## config.mk

```make
export PLATFORM = sky130hd
export DESIGN_NAME = icon_fetch_unit
export DESIGN_NICKNAME = d
export VERILOG_FILES = /design/src/rtl/icon_fetch_unit.sv
export SDC_FILE = /design/constraint.sdc
export NUM_CORES = 1
export LEC_CHECK = 0
export BUFFER_PORTS_ARGS = -buffer_cell sky130_fd_sc_hd__clkbuf_2
export CAP_MARGIN = 20
export CORE_AREA = 2 2 85 87
export CTS_CLUSTER_DIAMETER = 60
export CTS_CLUSTER_SIZE = 10
export DETAILED_ROUTE_END_ITERATION = 7
export DIE_AREA = 0 0 87 89
export PLACE_DENSITY_LB_ADDON = 0.25
export SYNTH_ARGS = -nofsm -noshare
export SYNTH_HDL_FRONTEND = slang
export SYNTH_SLANG_ARGS = --single-unit
```

## constraint.sdc

```tcl
create_clock -name clk -period 4.1 [get_ports clk]
set_clock_uncertainty 0.05 [all_clocks]
set_input_delay 0 -clock clk [delete_from_list [all_inputs] [get_ports clk]]
set_output_delay 0 -clock clk [all_outputs]
set_load 0.005 [all_outputs]
```

## src/rtl/icon_fetch_unit.sv

```systemverilog
// icon_fetch_unit: queues foreign operand fetch requests, reads each operand
// from the producer TX buffer and writes it into the consumer RX buffer,
// strictly in acceptance order.
module icon_fetch_unit #(
    parameter int unsigned ADDR_WIDTH = 8,
    parameter int unsigned DATA_WIDTH = 32,
    parameter int unsigned FIFO_DEPTH = 4
) (
    input  logic                              clk,
    input  logic                              reset,
    input  logic [ADDR_WIDTH-1:0]             req_addr,
    input  logic                              req_valid,
    output logic                              req_ready,
    output logic [ADDR_WIDTH-1:0]             src_raddr,
    output logic                              src_rready,
    input  logic [DATA_WIDTH-1:0]             src_rdata,
    input  logic                              src_rvalid,
    output logic [ADDR_WIDTH-1:0]             dst_waddr,
    output logic [DATA_WIDTH-1:0]             dst_wdata,
    output logic                              dst_wvalid,
    input  logic                              dst_wready,
    output logic [$clog2(FIFO_DEPTH)+1:0]     pending
);

    localparam int unsigned PTR_W  = $clog2(FIFO_DEPTH);
    localparam int unsigned CNT_W  = PTR_W + 1;
    localparam int unsigned PEND_W = PTR_W + 2;

    typedef enum logic [1:0] {
        IDLE  = 2'd0,
        READ  = 2'd1,
        WRITE = 2'd2
    } state_t;

    state_t                  state;
    state_t                  next_state;
    logic [ADDR_WIDTH-1:0]   mem [FIFO_DEPTH];
    logic [CNT_W-1:0]        wr_ptr;
    logic [CNT_W-1:0]        rd_ptr;
    logic [CNT_W-1:0]        count;
    logic                    full;
    logic                    empty;
    logic                    push;
    logic                    pop;
    logic [ADDR_WIDTH-1:0]   head;
    logic [ADDR_WIDTH-1:0]   addr_q;
    logic [DATA_WIDTH-1:0]   data_q;

    // Queue status; the extra pointer bit distinguishes full from empty
    assign empty = (wr_ptr == rd_ptr);
    assign full  = (wr_ptr[PTR_W] != rd_ptr[PTR_W]) &&
                   (wr_ptr[PTR_W-1:0] == rd_ptr[PTR_W-1:0]);
    assign count = wr_ptr - rd_ptr;
    assign head  = mem[rd_ptr[PTR_W-1:0]];

    // A full queue refuses a push even when a pop happens in the same cycle
    assign req_ready = ~full & ~reset;
    assign push      = req_valid & req_ready;

    // Queue storage; contents need no reset since the pointers gate validity
    always_ff @(posedge clk) begin
        if (push) begin
            mem[wr_ptr[PTR_W-1:0]] <= req_addr;
        end
    end

    // Queue pointers, wrapping modulo FIFO_DEPTH with a wrap bit
    always_ff @(posedge clk) begin
        if (reset) begin
            wr_ptr <= '0;
            rd_ptr <= '0;
        end else begin
            if (push) begin
                wr_ptr <= wr_ptr + CNT_W'(1);
            end
            if (pop) begin
                rd_ptr <= rd_ptr + CNT_W'(1);
            end
        end
    end

    // FSM state register
    always_ff @(posedge clk) begin
        if (reset) begin
            state <= IDLE;
        end else begin
            state <= next_state;
        end
    end

    // FSM next-state and queue pop decision
    always_comb begin
        next_state = state;
        pop        = 1'b0;
        case (state)
            IDLE: begin
                if (!empty) begin
                    pop        = 1'b1;
                    next_state = READ;
                end
            end
            READ: begin
                if (src_rvalid) begin
                    next_state = WRITE;
                end
            end
            WRITE: begin
                if (dst_wready) begin
                    if (!empty) begin
                        pop        = 1'b1;
                        next_state = READ;
                    end else begin
                        next_state = IDLE;
                    end
                end
            end
            default: begin
                next_state = IDLE;
            end
        endcase
    end

    // Address of the in-flight fetch, loaded from the queue head on pop
    always_ff @(posedge clk) begin
        if (reset) begin
            addr_q <= '0;
        end else if (pop) begin
            addr_q <= head;
        end
    end

    // Operand captured on a producer hit; read data is ignored outside READ
    always_ff @(posedge clk) begin
        if (reset) begin
            data_q <= '0;
        end else if ((state == READ) && src_rvalid) begin
            data_q <= src_rdata;
        end
    end

    // Bus outputs decoded from state, forced idle while reset is asserted
    assign src_rready = (state == READ) & ~reset;
    assign src_raddr  = src_rready ? addr_q : '0;
    assign dst_wvalid = (state == WRITE) & ~reset;
    assign dst_waddr  = dst_wvalid ? addr_q : '0;
    assign dst_wdata  = dst_wvalid ? data_q : '0;
    assign pending    = reset ? '0 : (PEND_W'(count) + PEND_W'(state != IDLE));

endmodule

```

==> results of run 1 <==
## worst max-delay path, stage by stage (launching register included)
cell      delay, ps
dfxtp_1         710
ha_1            370
and2_1          310
a21boi_1        460
and3_1          460
## registers in the layout, summed over array words and instances (netlist names)
signal  count
mem        32
addr_q      8
state       2
rd_ptr      3
data_q     32
wr_ptr      3
## synth_stat cells, types with 2 or more instances
cell and number:
mux4_2 8, xnor2_1 2, nor3b_2 2, edfxtp_1 32, clkbuf_1 14, nor2b_1 14, nand2_1 69, dfxtp_1 48
nand3_1 8, o2111ai_1 2, and3_1 4, a21oi_1 33, nand2b_1 2, buf_2 7, nor2_1 7, inv_1 16
and2_1 49, mux2_2 4, ha_1 9, o211ai_1 8, o21ai_0 9
## metrics by stage
step | instance area (um^2) | setup slack [ps] | cells | util (%)
global placement | 4161 | 1483 | 522 | 61.94
CTS | 4805 | 1383 | 583 | 71.51
detailed placement | 4189 | 1401 | 523 | 62.35
finish | 4816 | 1397 | 584 | 71.68
floorplan | 3647 | 1908 | 364 | -
global route | 4816 | 1187 | 584 | 71.68
## report_power, final
| group | total, W | switching, W | leakage, nW | internal, W |
|---|---|---|---|---|
| sequential | 0.000989 | 0.0000790 | 0.682 | 0.000910 |
| combinational | 0.000519 | 0.000261 | 1.24 | 0.000258 |
| clock | 0.000508 | 0.000284 | 0.0846 | 0.000224 |
## cell type report
| class | count | area [um^2] |
|---|---|---|
| clock buffers | 9 | 123.9 |
| clock inverters | 7 | 51.30 |
| fillers | 497 | 1903 |
| inverters | 17 | 63.81 |
| multi-input cells | 244 | 1565 |
| flip-flops and latches | 80 | 1922 |
| well taps | 80 | 100.1 |
| repair buffers | 147 | 989.7 |
## layer usage
metal / wire length [um] / share of wire [%]
met5: 0 / 0
met4: 167 / 2.1
met3: 353 / 4.5
met2: 3793 / 48
met1: 3574 / 45
## worst max-delay path by stage
stage | from | end | depth (start not counted)
detailed placement | rd_ptr[0] | mem[1][4] | 4
CTS | rd_ptr[0] | mem[1][1] | 4
global placement | rd_ptr[0] | mem[1][4] | 4
finish | rd_ptr[0] | mem[1][1] | 4
floorplan | rd_ptr[1] | mem[0][0] | 6
global route | rd_ptr[0] | mem[1][1] | 4
## cell families after synthesis
kind of cell / Yosys count
buffers and inverters: 40
adder cells (fa/ha/maj): 10
AND/OR/NAND/NOR: 159
multiplexers: 13
XOR/XNOR: 3
AO/OA/AOI/OAI: 59
flip-flops: 80
## what timing repair did
item | 4_1_cts | 5_1_grt
resized for setup | 0 | 0
endpoints found under the hold margin | 68 | 0
hold buffers | 44 | 0
setup endpoints to repair | 0 | 0
==> summary.txt, run 1 <==
Run status
  • Status: complete, no violations

Final layout
  • Ant. Diodes: 0
  • Nets@finish: 554
  • Layout cell share with drive strength beyond 1: 26.79%
  • Most frequent cells in the layout: clkbuf_2, nand2_1, and2_1
  • Most common cell after layout, fill and taps aside: clkbuf_2
  • Syn-to-layout area delta: 32.04%

Synthesis
  • Post-synthesis cell area: 3647 um^2
  • Synthesized instance count: 364
  • Post-synthesis compound-gate area fraction: 9.743%
  • Synth Area in XOR/XNOR: 0.7204%
  • Yosys reg bits: 80
  • Ys flop type: dfxtp_1
  • Post-synthesis mux area share: 6.449%
  • Yosys cell types: 38
  • Async SR Flop Fraction: 0%
  • Post-synthesis simple-gate area fraction: 22.20%
  • Top cells by area, synth: dfxtp_1, edfxtp_1, and2_1
  • Avg Inst Size Synth: 10.02 um^2
  • Synth Warn #: 0
  • Share of the synthesized area in the top cell type: 26.35%
  • Adder-Cell Fraction of Synth Area: 3.636%
  • Seq/Total Area, Yosys: 52.69%
  • Syn_nets: 419
  • Post-synth EDFFs: 32
  • Combinational family with the most area after synthesis: simple AND/OR/NAND/NOR gates
  • Top cell type by total area after synthesis: dfxtp_1

Die
  • Vert. Die Dim: 89 um
  • Initial core utilization: 54.28%
  • Die Wd: 87 um
  • IO Pins: 100
  • Rows: 30
  • Core ar.: 6719 um^2
  • Die area: 7743 um^2

STA
  • Slew @ Worst Pin: 1032 ps
  • Min cycle time layout: 2703 ps
  • Slew Viols, Final: 0
  • # setup viols final: 0
  • Relative slew margins: 30.67%
  • Fin Hold WS: 251.4 ps
  • F_max: 0.3700 GHz
  • Setup_tns: 0 ps
  • Final hold violation count: 0
  • RSZ-0062 raised after global routing: false
  • Final period util: 65.92%

Detailed routing
  • Initial DRC count: 130
  • Drt drc: 0
  • DR vias: 2949
  • Routed Antenna Nets: 0
  • Detailed Routing Iterations Pass 1: 4
  • Drt wl/cell: 13.51 um
  • Vias per cell: 5.050
  • Final WL: 7888 um

CTS
  • Inserted Clock Buffers: 9
  • Post-CTS setup buffer count: 0
  • CTS tree: yes
  • Skew-Pair Late Insertion Delay: 340 ps
  • Clock buffer depth: 2
  • CTS root buf: clkbuf_8
  • Clk sinks: 80
  • Htree depth: 3
  • Worst-path clk slew: 80 ps

Global route
  • Initial antenna violation count: 0
  • GR Layer Usage met3: 4.155%
  • Overflow left after global routing: 0
  • Gr usage total: 20.98%
  • Largest net degree at the start of global routing: 59
  • GR Util met2: 34.00%
  • GR Util met1: 27.63%
  • First-pass GRT wire length: 12640 um
  • Vias in the first global route: 2723
  • Most used routing layer in global routing: met2

Placement
  • RePlAce Congestion: 0.7904
  • Post-DP HPWL: 5280 um
  • PortBufs: 99

Worst hold path
  • Worst Min Path Start: reset
  • Min-Delay Path Depth: 3
  • Worst hold endpoint: data_q[20]
  • Hold Path Class: in2reg

Setup path
  • CP Data Required Time: 4050 ps
  • Critical R2R Capture: mem[1][1]
  • Crit Path Category: reg2reg
  • Register-to-Register Path Depth: 4
  • Worst path arrival time: 2660 ps
  • Worst Setup End Kind: register
  • CP max FO: 12
  • Reg2reg setup slack: 1400 ps
  • Kind of start point of the critical path: register
  • Reg-to-Reg Start: rd_ptr[0]

Run
  • Number of max-cap violations: 0

Power
  • Lkg Pwr: 2.007 nW
  • Power Total: 0.002017 W
  • Peak supply drop: 307.0 uV
  • PwrDens: 418.7 nW/um^2
Power figures use the tool's default switching activity.
==> run 2, diff against run 1 <==
CORE_AREA = 2 2 92 94   (was 2 2 85 87)
DIE_AREA = 0 0 94 96   (was 0 0 87 89)
clock period = 2.3 ns   (was 4.1 ns; I/O delays follow)
==> summary.txt, run 2 (synthesized netlist as in run 1, its figures left out) <==
Run status
  • Status: complete, no violations

Power
  • Lkg Pwr: 2.048 nW (+2.1%)
  • Switching Share: 30.69% (-0.24 points)
  • PwrDens: 775.2 nW/um^2 (+85%)
  • Logic pwr share: 26.6% (+0.8 points)
  • Sequential power share: 45.2% (-3.9 points)
  • Clock power frac: 28.2% (+3.0 points)
  • Int Pwr: 0.002634 W (+89%)
  • NetSw: 0.001166 W (+87%)
  • Peak supply drop: 508.8 uV (+66%)

STA
  • Relative slew margins: 65.65% (+35 points)
  • Fin Hold WS: 49.58 ps (-201.8 ps)
  • Final period util: 95.84%
  • Setup_tns: 0 ps (unchanged)
  • F_max: 0.4537 GHz
  • Final WS setup: 95.79 ps (-1302 ps)
  • Slew @ Worst Pin: 514.2 ps (-518.3 ps)
  • Final hold violation count: 0 (unchanged)
  • Min cycle time layout: 2204 ps
  • Slew Viols, Final: 0 (unchanged)
  • # setup viols final: 0 (unchanged)

Global route
  • Vias in the first global route: 2716 (-0.26%)
  • Largest net degree at the start of global routing: 42 (-29%)
  • Overflow left after global routing: 0 (unchanged)
  • Gr usage total: 18.78% (-2.2 points)
  • Initial antenna violation count: 0 (unchanged)
  • First-pass GRT wire length: 13090 um (+3.6%)

Detailed routing
  • Detailed Routing Iterations Pass 1: 4 (unchanged)
  • DR vias: 2943 (-0.20%)
  • Drt drc: 0 (unchanged)
  • Drt wl/cell: 13.34 um (-1.2%)
  • Final WL: 8219 um (+4.2%)
  • Routed Antenna Nets: 0 (unchanged)
  • Vias per cell: 4.778 (-5.4%)
  • Initial DRC count: 135 (+3.8%)

Setup path
  • Kind of start point of the critical path: register
  • Largest stage delay, worst path: 440 ps (-270 ps)
  • Crit path max-delay family: adder cells
  • Worst Setup End Kind: output port
  • CP Data Required Time: 2250 ps (-1800 ps)
  • Critical R2R Capture: mem[3][6]
  • Cells along the critical path: inv_2 > ha_1 > inv_1 > fa_1 > ha_2 > nor2b_1 > mux2_2 > clkbuf_2
  • Reg2reg setup slack: 270 ps (-1130 ps)
  • Critical path depth in cells: 8 (+4)
  • Crit Path Category: reg2out
  • Slowest stage cell on the critical path: fa_1
  • CP max FO: 4 (-8)
  • Reg-to-Reg Start: wr_ptr[0]
  • Crit path buf inv count: 3 (+3)
  • Worst path arrival time: 2150 ps (-510 ps)
  • Register-to-Register Path Depth: 5 (+1)

Die
  • Die area: 9024 um^2 (+17%)
  • IO Pins: 100 (unchanged)
  • Die Wd: 94 um (+8.0%)
  • Initial core utilization: 45.30% (-9.0 points)
  • Core ar.: 8051 um^2 (+20%)
  • Vert. Die Dim: 96 um (+7.9%)
  • Rows: 33 (+10%)

CTS
  • Htree depth: 3 (unchanged)
  • Skew-Pair Late Insertion Delay: 360 ps (+20 ps)
  • Clock buffer depth: 2 (unchanged)
  • CTS tree: yes
  • Inserted Clock Buffers: 9 (unchanged)
  • CTS root buf: clkbuf_8
  • Worst-path clk slew: 90 ps (about the same)
  • Clk sinks: 80 (unchanged)

Final layout
  • Layout cell share with drive strength beyond 1: 28.77% (+2.0 points)
  • FILL cells: 680 (+37%)
  • Ant. Diodes: 0 (unchanged)
  • Most frequent cells in the layout: clkbuf_2, nand2_1, and2_1
  • Syn-to-layout area delta: 34.44%
  • Most common cell after layout, fill and taps aside: clkbuf_2
  • Area of the multi-input gates: 1568 um^2 (+0.16%)
  • Total area of sequential cells: 1923 um^2 (about the same)
  • Nets@finish: 561 (+1.3%)

Worst hold path
  • Worst hold endpoint: data_q[3]
  • Worst Min Path Start: reset
  • Min-Delay Path Depth: 2 (-1)
  • Hold Path Class: in2reg

Placement
  • PortBufs: 99 (unchanged)
  • Pre-CTS WS: 164.9 ps (-1236 ps)
  • RePlAce Congestion: 0.7376 (-6.7%)
  • Post-DP HPWL: 5541 um (+4.9%)

Run
  • Number of max-cap violations: 0 (unchanged)
[run 2: repair_timing]
action,4_1_cts,5_1_grt
cloned,0,0
hold buffers,43,0
setup endpoints to repair,1,1
buffers inserted,0,1
pin swaps,0,2
endpoints found under the hold margin,68,0
resized for setup,1,2
[run 2: per-layer routing]
| metal | track usage (%) | share of wire [%] |
|---|---|---|
| met5 | 0 | 0 |
| met3 | 5.325 | 4.4 |
| met1 | 24.55 | 46 |
| met4 | 5.072 | 1.0 |
| met2 | 30.83 | 48 |
[run 2: metrics by stage]
| step | util [%] | std cells | power [W] | instance area, um^2 |
|---|---|---|---|---|
| 6_report | 60.90 | 616 | 0.003801 | 4903 |
| 5_1_grt | 60.90 | 616 | 0.004036 | 4903 |
| 4_1_cts | 60.78 | 615 | 0.003825 | 4893 |
| 3_5_place_dp | 52.91 | 556 | 0.002701 | 4260 |
| 3_3_place_gp | 52.91 | 556 | 0.002677 | 4260 |
| 2_1_floorplan | - | 364 | 0.002416 | 3647 |
[run 2: power by group through the flow]
stage,Clock [W],Combinational (W),Sequential [W]
CTS,0.00110,0.00101,0.00172
detailed placement,0,0.000948,0.00175
floorplan,0,0.000705,0.00171
global placement,0,0.000931,0.00175
finish,0.00107,0.00101,0.00172
global route,0.00116,0.00114,0.00174
[run 2: final cells by class]
| type | instances | share of cell area, % |
|---|---|---|
| Sequential cell | 80 | 39.22 |
| Multi-Input combinational cell | 244 | 31.97 |
| Timing Repair Buffer | 154 | 20.72 |
| Tap cell | 105 | 2.679 |
| Clock buffer | 9 | 2.526 |
| Clock inverter | 7 | 1.582 |
| Inverter | 17 | 1.301 |
[run 2: how the worst max path moves through the flow]
stage | from | endpoint
after global placement | wr_ptr[0] | mem[1][0]
after CTS | wr_ptr[0] | pending[2]
after global routing | wr_ptr[0] | pending[2]
after floorplan | rd_ptr[1] | mem[0][0]
final | wr_ptr[0] | pending[2]
after detailed placement | wr_ptr[0] | mem[3][6]
==> run 3, diff against run 2 <==
RECOVER_POWER = 100   (was not set)
SLEW_MARGIN = 40   (was not set)
==> summary.txt, run 3 (synthesized netlist as in run 1, its figures left out) <==
STA
  • Min cycle time layout: 2199 ps (-5.600 ps)
  • Final WS setup: 101.4 ps (+5.600 ps)
  • Slew Viols, Final: 0 (unchanged)
  • Slew @ Worst Pin: 505.3 ps (-8.849 ps)
  • Final hold violation count: 0 (unchanged)
  • Final period util: 95.59% (-0.24 points)
  • # setup viols final: 0 (unchanged)
  • Fin Hold WS: 54.12 ps (+4.539 ps)
  • Setup_tns: 0 ps (unchanged)
  • Relative slew margins: 66.17% (+0.51 points)
  • F_max: 0.4548 GHz (+0.25%)

Detailed routing
  • Vias per cell: 4.753 (-0.51%)
  • Routed Antenna Nets: 0 (unchanged)
  • Initial DRC count: 141 (+4.4%)
  • DR vias: 2928 (-0.51%)
  • Detailed Routing Iterations Pass 1: 6 (+2)
  • Drt wl/cell: 13.36 um (+0.15%)
  • Drt drc: 0 (unchanged)
  • Final WL: 8231 um (+0.15%)

Global route
  • Overflow left after global routing: 0 (unchanged)
  • Gr usage total: 18.78% (unchanged)
  • Vias in the first global route: 2716 (unchanged)
  • First-pass GRT wire length: 13090 um (unchanged)
  • Initial antenna violation count: 0 (unchanged)
  • Largest net degree at the start of global routing: 42 (unchanged)

Worst hold path
  • Min-Delay Path Depth: 2 (unchanged)
  • Worst Min Path Start: reset
  • Worst hold endpoint: data_q[3]
  • Hold Path Class: in2reg

Power
  • NetSw: 0.001159 W (-0.66%)
  • Lkg Pwr: 2.024 nW (-1.2%)
  • Switching Share: 30.56% (-0.13 points)
  • Peak supply drop: 501.7 uV (-1.4%)
  • Sequential power share: 45.3% (about the same)
  • Clock power frac: 28.1% (about the same)
  • PwrDens: 774.8 nW/um^2 (about the same)
  • Logic pwr share: 26.6% (about the same)
  • Int Pwr: 0.002633 W (about the same)

CTS
  • Worst-path clk slew: 90 ps (about the same)
  • Skew-Pair Late Insertion Delay: 350 ps (about the same)
  • CTS root buf: clkbuf_8
  • CTS tree: yes
  • Clock buffer depth: 2 (unchanged)
  • Htree depth: 3 (unchanged)
  • Clk sinks: 80 (unchanged)
  • Inserted Clock Buffers: 9 (unchanged)

Die
  • Core ar.: 8051 um^2 (unchanged)
  • Die area: 9024 um^2 (unchanged)
  • Die Wd: 94 um (unchanged)
  • Rows: 33 (unchanged)
  • Vert. Die Dim: 96 um (unchanged)
  • Initial core utilization: 45.30% (unchanged)
  • IO Pins: 100 (unchanged)

Setup path
  • Critical R2R Capture: mem[3][6]
  • Crit path buf inv count: 3 (unchanged)
  • Reg2reg setup slack: 270 ps (about the same)
  • Crit Path Category: reg2out
  • Largest stage delay, worst path: 440 ps (about the same)
  • Reg-to-Reg Start: wr_ptr[0]
  • Crit path max-delay family: adder cells
  • Register-to-Register Path Depth: 5 (unchanged)
  • Cells along the critical path: inv_2 > ha_1 > inv_1 > fa_1 > ha_2 > nor2b_1 > mux2_2 > clkbuf_2
  • Worst path arrival time: 2150 ps (about the same)
  • Slowest stage cell on the critical path: fa_1
  • CP max FO: 4 (unchanged)
  • Worst Setup End Kind: output port
  • Kind of start point of the critical path: register
  • CP Data Required Time: 2250 ps (about the same)

Run
  • Number of max-cap violations: 0 (unchanged)

Final layout
  • Nets@finish: 561 (unchanged)
  • Ant. Diodes: 0 (unchanged)
  • Final Core Density: 60.78% (-0.12 points)
  • Post-Layout Cell Count: 616 (unchanged)
  • Most common cell after layout, fill and taps aside: clkbuf_2
  • Most frequent cells in the layout: clkbuf_2, nand2_1, and2_1
  • Layout cell share with drive strength beyond 1: 27.20% (-1.6 points)
  • Syn-to-layout area delta: 34.17%

Placement
  • Post-Place Cells: 556 (unchanged)
  • Post-DP HPWL: 5541 um (unchanged)
  • RePlAce Congestion: 0.7376 (unchanged)
  • Pre-CTS WS: 164.9 ps (unchanged)
  • PortBufs: 99 (unchanged)

Run status
  • Status: complete, no violations
-- run 3: per-stage QoR --
| stage | total power (W) | cell area [um^2] |
|---|---|---|
| CTS | 0.003825 | 4893 |
| global route | 0.004034 | 4893 |
| floorplan | 0.002416 | 3647 |
| detailed placement | 0.002701 | 4260 |
| global placement | 0.002677 | 4260 |
| finish | 0.003792 | 4893 |
-- run 3: power groups by stage --
stage | Clock, W | Sequential, W | Combinational (W)
global placement | 0 | 0.00175 | 0.000931
floorplan | 0 | 0.00171 | 0.000705
finish | 0.00107 | 0.00172 | 0.00101
global route | 0.00116 | 0.00174 | 0.00114
detailed placement | 0 | 0.00175 | 0.000948
CTS | 0.00110 | 0.00172 | 0.00101
-- run 3: layer usage --
metal	GRT usage [%]	routed length, um
met3	5.325	353
met4	5.072	24
met5	0	0
met1	24.55	3805
met2	30.83	4048
-- run 3: cell type report --
type / count / area (um^2)
timing repair buffer: 154 / 1006
clock inverter: 7 / 77.57
clock buffer: 9 / 123.9
sequential: 80 / 1923
tap: 105 / 131.4
fill: 681 / 3158
inverter: 17 / 63.81
multi-input combinational: 244 / 1568
-- run 3: repair_timing --
item,in CTS,in global routing
pin swaps,0,2
gates cloned,0,0
buffers inserted,0,1
setup endpoints to repair,1,1
hold endpoints to repair,68,0
gates resized for setup,1,2
hold buffers,43,0
-- run 3: how the worst max path moves through the flow --
stage	start	to	slack [ps]	cells after the start
5_1_grt	wr_ptr[0]	pending[2]	-1	8
2_1_floorplan	rd_ptr[1]	mem[0][0]	110	6
3_5_place_dp	wr_ptr[0]	mem[3][6]	160	5
6_report	wr_ptr[0]	pending[2]	100	8
4_1_cts	wr_ptr[0]	pending[2]	4	8
3_3_place_gp	wr_ptr[0]	mem[1][0]	240	5
